## config.mk

```make
export PLATFORM = sky130hd
export DESIGN_NAME = falafel_req_arbiter
export DESIGN_NICKNAME = d
export VERILOG_FILES = /design/src/rtl/falafel_req_arbiter.sv
export SDC_FILE = /design/constraint.sdc
export NUM_CORES = 1
export LEC_CHECK = 0
export BUFFER_PORTS_ARGS = -buffer_cell sky130_fd_sc_hd__buf_4
export CAP_MARGIN = 20
export CORE_AREA = 2 2 310 312
export DETAILED_ROUTE_END_ITERATION = 10
export DIE_AREA = 0 0 312 314
export GPL_TIMING_DRIVEN = 0
export SETUP_SLACK_MARGIN = 0.02
export SYNTH_ARGS = -nofsm -noshare
export SYNTH_HDL_FRONTEND = slang
export SYNTH_SLANG_ARGS = --single-unit
```

## constraint.sdc

```tcl
create_clock -name clk_i -period 5.3 [get_ports clk_i]
set_input_delay 0 -clock clk_i [delete_from_list [all_inputs] [get_ports clk_i]]
set_output_delay 0 -clock clk_i [all_outputs]
set_load 0.005 [all_outputs]
```

## src/rtl/falafel_req_arbiter.sv

```systemverilog
// Round-robin front end that shares one falafel allocator core between NUM_REQ requesters.
// One command is in flight at a time; a watchdog turns a hung core operation into an error response.
module falafel_req_arbiter #(
  parameter int NUM_REQ     = 4,
  parameter int DATA_W      = 64,
  parameter int TIMEOUT_CYC = 4096
) (
  input  logic                      clk_i,
  input  logic                      rst_ni,
  input  logic [NUM_REQ-1:0]        req_valid_i,
  output logic [NUM_REQ-1:0]        req_ready_o,
  input  logic [NUM_REQ-1:0]        req_is_alloc_i,
  input  logic [NUM_REQ*DATA_W-1:0] req_size_i,
  input  logic [NUM_REQ*DATA_W-1:0] req_addr_i,
  output logic [NUM_REQ-1:0]        rsp_valid_o,
  output logic [DATA_W-1:0]         rsp_addr_o,
  output logic                      rsp_ok_o,
  output logic                      core_req_valid_o,
  input  logic                      core_ready_i,
  output logic                      core_is_alloc_o,
  output logic [DATA_W-1:0]         core_size_o,
  output logic [DATA_W-1:0]         core_addr_o,
  input  logic                      core_done_i,
  input  logic [DATA_W-1:0]         core_rsp_addr_i,
  input  logic                      core_rsp_ok_i,
  output logic                      busy_o,
  output logic                      timeout_o
);

  localparam int IDX_W = (NUM_REQ > 1) ? $clog2(NUM_REQ) : 1;
  localparam int WD_W  = $clog2(TIMEOUT_CYC) + 1;
  localparam logic [WD_W-1:0]  WD_LAST  = WD_W'(TIMEOUT_CYC - 1);
  localparam logic [IDX_W-1:0] IDX_LAST = IDX_W'(NUM_REQ - 1);

  typedef enum logic [2:0] {IDLE, ISSUE, WAIT_DONE, RESPOND, DRAIN} state_t;

  state_t             state;
  logic [IDX_W-1:0]   rr_ptr;
  logic [IDX_W-1:0]   grant_q;
  logic               is_alloc_q;
  logic [DATA_W-1:0]  size_q;
  logic [DATA_W-1:0]  addr_q;
  logic [DATA_W-1:0]  rsp_addr_q;
  logic               rsp_ok_q;
  logic [WD_W-1:0]    wdog;
  logic               drain_first;
  logic               timeout_q;

  logic               grant_vld;
  logic [IDX_W-1:0]   grant_idx;
  logic [IDX_W-1:0]   cand;
  logic [IDX_W-1:0]   rr_next;
  logic [NUM_REQ-1:0] grant_oh;
  logic               rsp_fire;

  // Scan downwards so the lowest offset from rr_ptr is the last (winning) assignment.
  always_comb begin
    grant_vld = 1'b0;
    grant_idx = '0;
    cand      = '0;
    for (int i = NUM_REQ - 1; i >= 0; i--) begin
      cand = IDX_W'((int'(rr_ptr) + i) % NUM_REQ);
      if (req_valid_i[cand]) begin
        grant_vld = 1'b1;
        grant_idx = cand;
      end
    end
  end

  assign grant_oh = NUM_REQ'(1) << grant_idx;
  assign rr_next  = (grant_idx == IDX_LAST) ? '0 : grant_idx + 1'b1;

  always_ff @(posedge clk_i or negedge rst_ni) begin
    if (!rst_ni) begin
      state       <= IDLE;
      rr_ptr      <= '0;
      grant_q     <= '0;
      is_alloc_q  <= 1'b0;
      size_q      <= '0;
      addr_q      <= '0;
      rsp_addr_q  <= '0;
      rsp_ok_q    <= 1'b0;
      wdog        <= '0;
      drain_first <= 1'b0;
      timeout_q   <= 1'b0;
    end else begin
      case (state)
        IDLE: begin
          if (grant_vld) begin
            grant_q    <= grant_idx;
            is_alloc_q <= req_is_alloc_i[grant_idx];
            size_q     <= req_size_i[int'(grant_idx)*DATA_W +: DATA_W];
            addr_q     <= req_addr_i[int'(grant_idx)*DATA_W +: DATA_W];
            rr_ptr     <= rr_next;
            state      <= ISSUE;
          end
        end
        ISSUE: begin
          if (core_ready_i) begin
            wdog  <= '0;
            state <= WAIT_DONE;
          end
        end
        WAIT_DONE: begin
          if (core_done_i) begin
            rsp_addr_q <= is_alloc_q ? core_rsp_addr_i : '0;
            rsp_ok_q   <= core_rsp_ok_i;
            state      <= RESPOND;
          end else if (wdog >= WD_LAST) begin
            rsp_addr_q  <= '0;
            rsp_ok_q    <= 1'b0;
            timeout_q   <= 1'b1;
            drain_first <= 1'b1;
            state       <= DRAIN;
          end else if (wdog != '1) begin
            wdog <= wdog + 1'b1;
          end
        end
        RESPOND: state <= IDLE;
        DRAIN: begin
          // The error pulse has gone out; the late completion is swallowed here.
          drain_first <= 1'b0;
          if (core_done_i) state <= IDLE;
        end
        default: state <= IDLE;
      endcase
    end
  end

  assign rsp_fire         = (state == RESPOND) || ((state == DRAIN) && drain_first);
  assign req_ready_o      = ((state == IDLE) && grant_vld && rst_ni) ? grant_oh : '0;
  assign rsp_valid_o      = rsp_fire ? (NUM_REQ'(1) << grant_q) : '0;
  assign rsp_addr_o       = rsp_fire ? rsp_addr_q : '0;
  assign rsp_ok_o         = rsp_fire && rsp_ok_q;
  assign core_req_valid_o = (state == ISSUE);
  assign core_is_alloc_o  = is_alloc_q;
  assign core_size_o      = size_q;
  assign core_addr_o      = addr_q;
  assign busy_o           = (state != IDLE);
  assign timeout_o        = timeout_q;

endmodule

```

==> impl_metrics.json <==
{
  "status": "completed",
  "post-route-util_pct": 27.6,
  "overflow": 0,
  "period_share_pct": 87.9,
  "place_congestion": 0.934,
  "maxSlewViolCount": 0,
  "final_hold_viol_count": 0,
  "cts_tree": "built",
  "die_h_um": 314,
  "crit_arrival_ps": 5160,
  "switching_share_pct": 40.3,
  "syn_nets": 1982,
  "synth-seq-cells": 216,
  "antenna_found_initial": 16,
  "insertion_delay_ps": 630,
  "start_kind": "flop",
  "ys_types": 49,
  "slew_headroom_pct": 26.8,
  "mostFrequentLayoutCell": "buf_4",
  "avgSynthCellArea_um2": 9.21,
  "area_growth_pct": 104,
  "crit-reg2reg-launch": "rr_ptr[1]",
  "drc": 0,
  "hold_path_startpoint": "req_valid_i[3]",
  "yosysWarningCount": 0,
  "wl_um": 92800,
  "p_leak_nw": 12.1,
  "rsz0062_at_grt": "no",
  "max_cap_viol_count": 0,
  "synth_seq_area_share_pct": 42.3,
  "worstPathRequired_ps": 5800,
  "hold_path.class": "in2reg",
  "ir_worst_vdd_v": 0.000255,
  "internal-power_mw": 7.31,
  "nNetsFinal": 3272,
  "tightest_slew_ps": 1100,
  "first_pass_iters": 5,
  "grt_pass1_wl_um": 128000,
  "cts.htree.levels": 1,
  "dp_worst_setup_slack_ps": 1740,
  "synth_top_flop_cell": "dfrtp_1",
  "portBuffers": 792,
  "clkTransAtPathRegs_ps": 60,
  "hpwlAfterDp_um": 72300,
  "layout_common_cells": "795 x buf_4, 461 x dlygate4sd3_1, 216 x dfrtp_1",
  "drt-vias-per-instance": 4.31,
  "ant_nets": 0,
  "fin_ws_ps": 640,
  "rows": 113,
  "p_sw_mw": 4.95,
  "die_area_um2": 98000,
  "combPwrFrac_pct": 58.8,
  "drt_first_iter_violations": 950,
  "post_cts_resized": 0,
  "power.density_nw_per_um2": 470,
  "p_seq_share_pct": 23.7,
  "die_w_um": 312,
  "cts_buffer_depth": 3,
  "setup_viol": 0,
  "start_util_pct": 13.5,
  "synth-edff-count": 0,
  "grt_max_degree": 104,
  "wl_per_cell_um": 23.3,
  "pwr-share-clk_pct": 17.5,
  "core-area_um2": 94400,
  "synthArstFlopShare_pct": 100,
  "numCtsBuffers": 30,
  "startpoint": "rr_ptr[1]",
  "period_needed_ps": 4660,
  "critical_path_class": "reg2reg",
  "cts.sinks": 216,
  "grt_pass1_vias": 17973,
  "drive_above_1_share_pct": 33.6,
  "final.setup.tns_ps": 0,
  "grt_use_total_pct": 18.1,
  "vias": 17134,
  "critPathMaxFanout": 11,
  "syn_inst": 1388,
  "pin_count": 794,
  "netlist_area_um2": 12800,
  "endpoint_kind": "flop",
  "cts-root-buf": "clkbuf_16",
  "fmax_mhz": 215,
  "fin_skew_ps": 9.66
}
## timing repair
action | CTS | global route
endpoints found under the hold margin | 425 | 0
hold buffers | 462 | 0
setup buffers | 0 | 0
## stage by stage
stage          total power [mW]  std cells  hold WS (ps)  area (um2)
2_1_floorplan              5.44       1388          -296       12800
3_3_place_gp               8.44       3445           217       20300
3_5_place_dp               8.51       3449          -133       20400
4_1_cts                    12.2       3967          8.78       26100
5_1_grt                    13.0       3972          93.4       26100
6_report                   12.3       3977          74.9       26100
## logic make-up after synthesis
logic type	Yosys count	share of synthesized area, %
adder cells (fa/ha/maj)	5	0.489
buffers and inverters	146	4.83
flip-flops	216	42.3
AND/OR/NAND/NOR	402	15.5
AO/OA/AOI/OAI	489	26.7
multiplexers	130	10.2
## worst max-delay path: stages (launching register included)
cell and delay [ps]:
dfrtp_1 400, nand2b_1 170, a21oi_1 470, dlygate4sd3_1 650, nor2_2 70, inv_2 120
buf_2 530, buf_2 570, mux2i_1 270, dlygate4sd3_1 600, o211ai_1 90, dlygate4sd3_1 570
## synth_stat cells, drive strengths merged, types with 8 or more instances
| master | n | area share [%] |
|---|---|---|
| dfrtp | 216 | 42 |
| nand2 | 147 | 4.3 |
| nand3 | 140 | 5.5 |
| o21ai | 135 | 5.3 |
| a21o | 132 | 7.8 |
| mux2i | 130 | 10 |
| o211ai | 130 | 7.6 |
| clkbuf | 90 | 2.6 |
| and2 | 68 | 3.3 |
| a22o | 65 | 4.5 |
| buf | 50 | 2.0 |
| nor2 | 14 | 0.43 |
| a21oi | 8 | 0.31 |
## area by class of cell
type	instances	area, um2
Clock buffer	47	905
Clock inverter	9	123
Antenna cell	10	25.0
Sequential cell	216	5410
Inverter	6	22.5
Multi-Input combinational cell	1026	6760
Buffer	140	599
Timing Repair Buffer	1258	10700
Fill cell	10166	68400
Tap cell	1265	1580
## layer usage
| layer | vias to the layer above | wire length (um) | GRT usage [%] |
|---|---|---|---|
| li1 | 7694 | - | - |
| met3 | 172 | 7470 | 5.26 |
| met4 | 12 | 4030 | 7.54 |
| met5 | - | 85 | 0 |
| met2 | 863 | 42600 | 29.2 |
| met1 | 8393 | 38600 | 22.5 |
## sequential cells by signal, indices dropped and copies added, names as in the netlist
name             count
core_addr_o         64
core_is_alloc_o      1
rsp_addr_q          64
timeout_o            1
state                3
wdog                13
grant_q              2
rsp_ok_q             1
rr_ptr               2
core_size_o         64
drain_first          1
## power groups by stage
| stage | Clock (mW) | Sequential [mW] | Combinational (mW) |
|---|---|---|---|
| final | 2.15 | 2.90 | 7.21 |
| after global routing | 2.24 | 2.99 | 7.75 |
| after CTS | 2.20 | 2.89 | 7.15 |
| after detailed placement | 0 | 2.91 | 5.60 |
| after global placement | 0 | 2.89 | 5.55 |
| after floorplan | 0 | 2.83 | 2.61 |
## path summary, 6_finish.rpt
path | to | slack (ps) | cells after the start
worst max-delay path | core_size_o[56] | 640 | 11
worst min-delay path | rr_ptr[1] | 70 | 6
worst max register to register | core_size_o[56] | 640 | 11
worst min register to register | timeout_o | 470 | 1
max in group asynchronous | core_size_o[10] | 4070 | 4
min in group asynchronous | rsp_addr_q[12] | 510 | 4
Power figures use the tool's default switching activity.
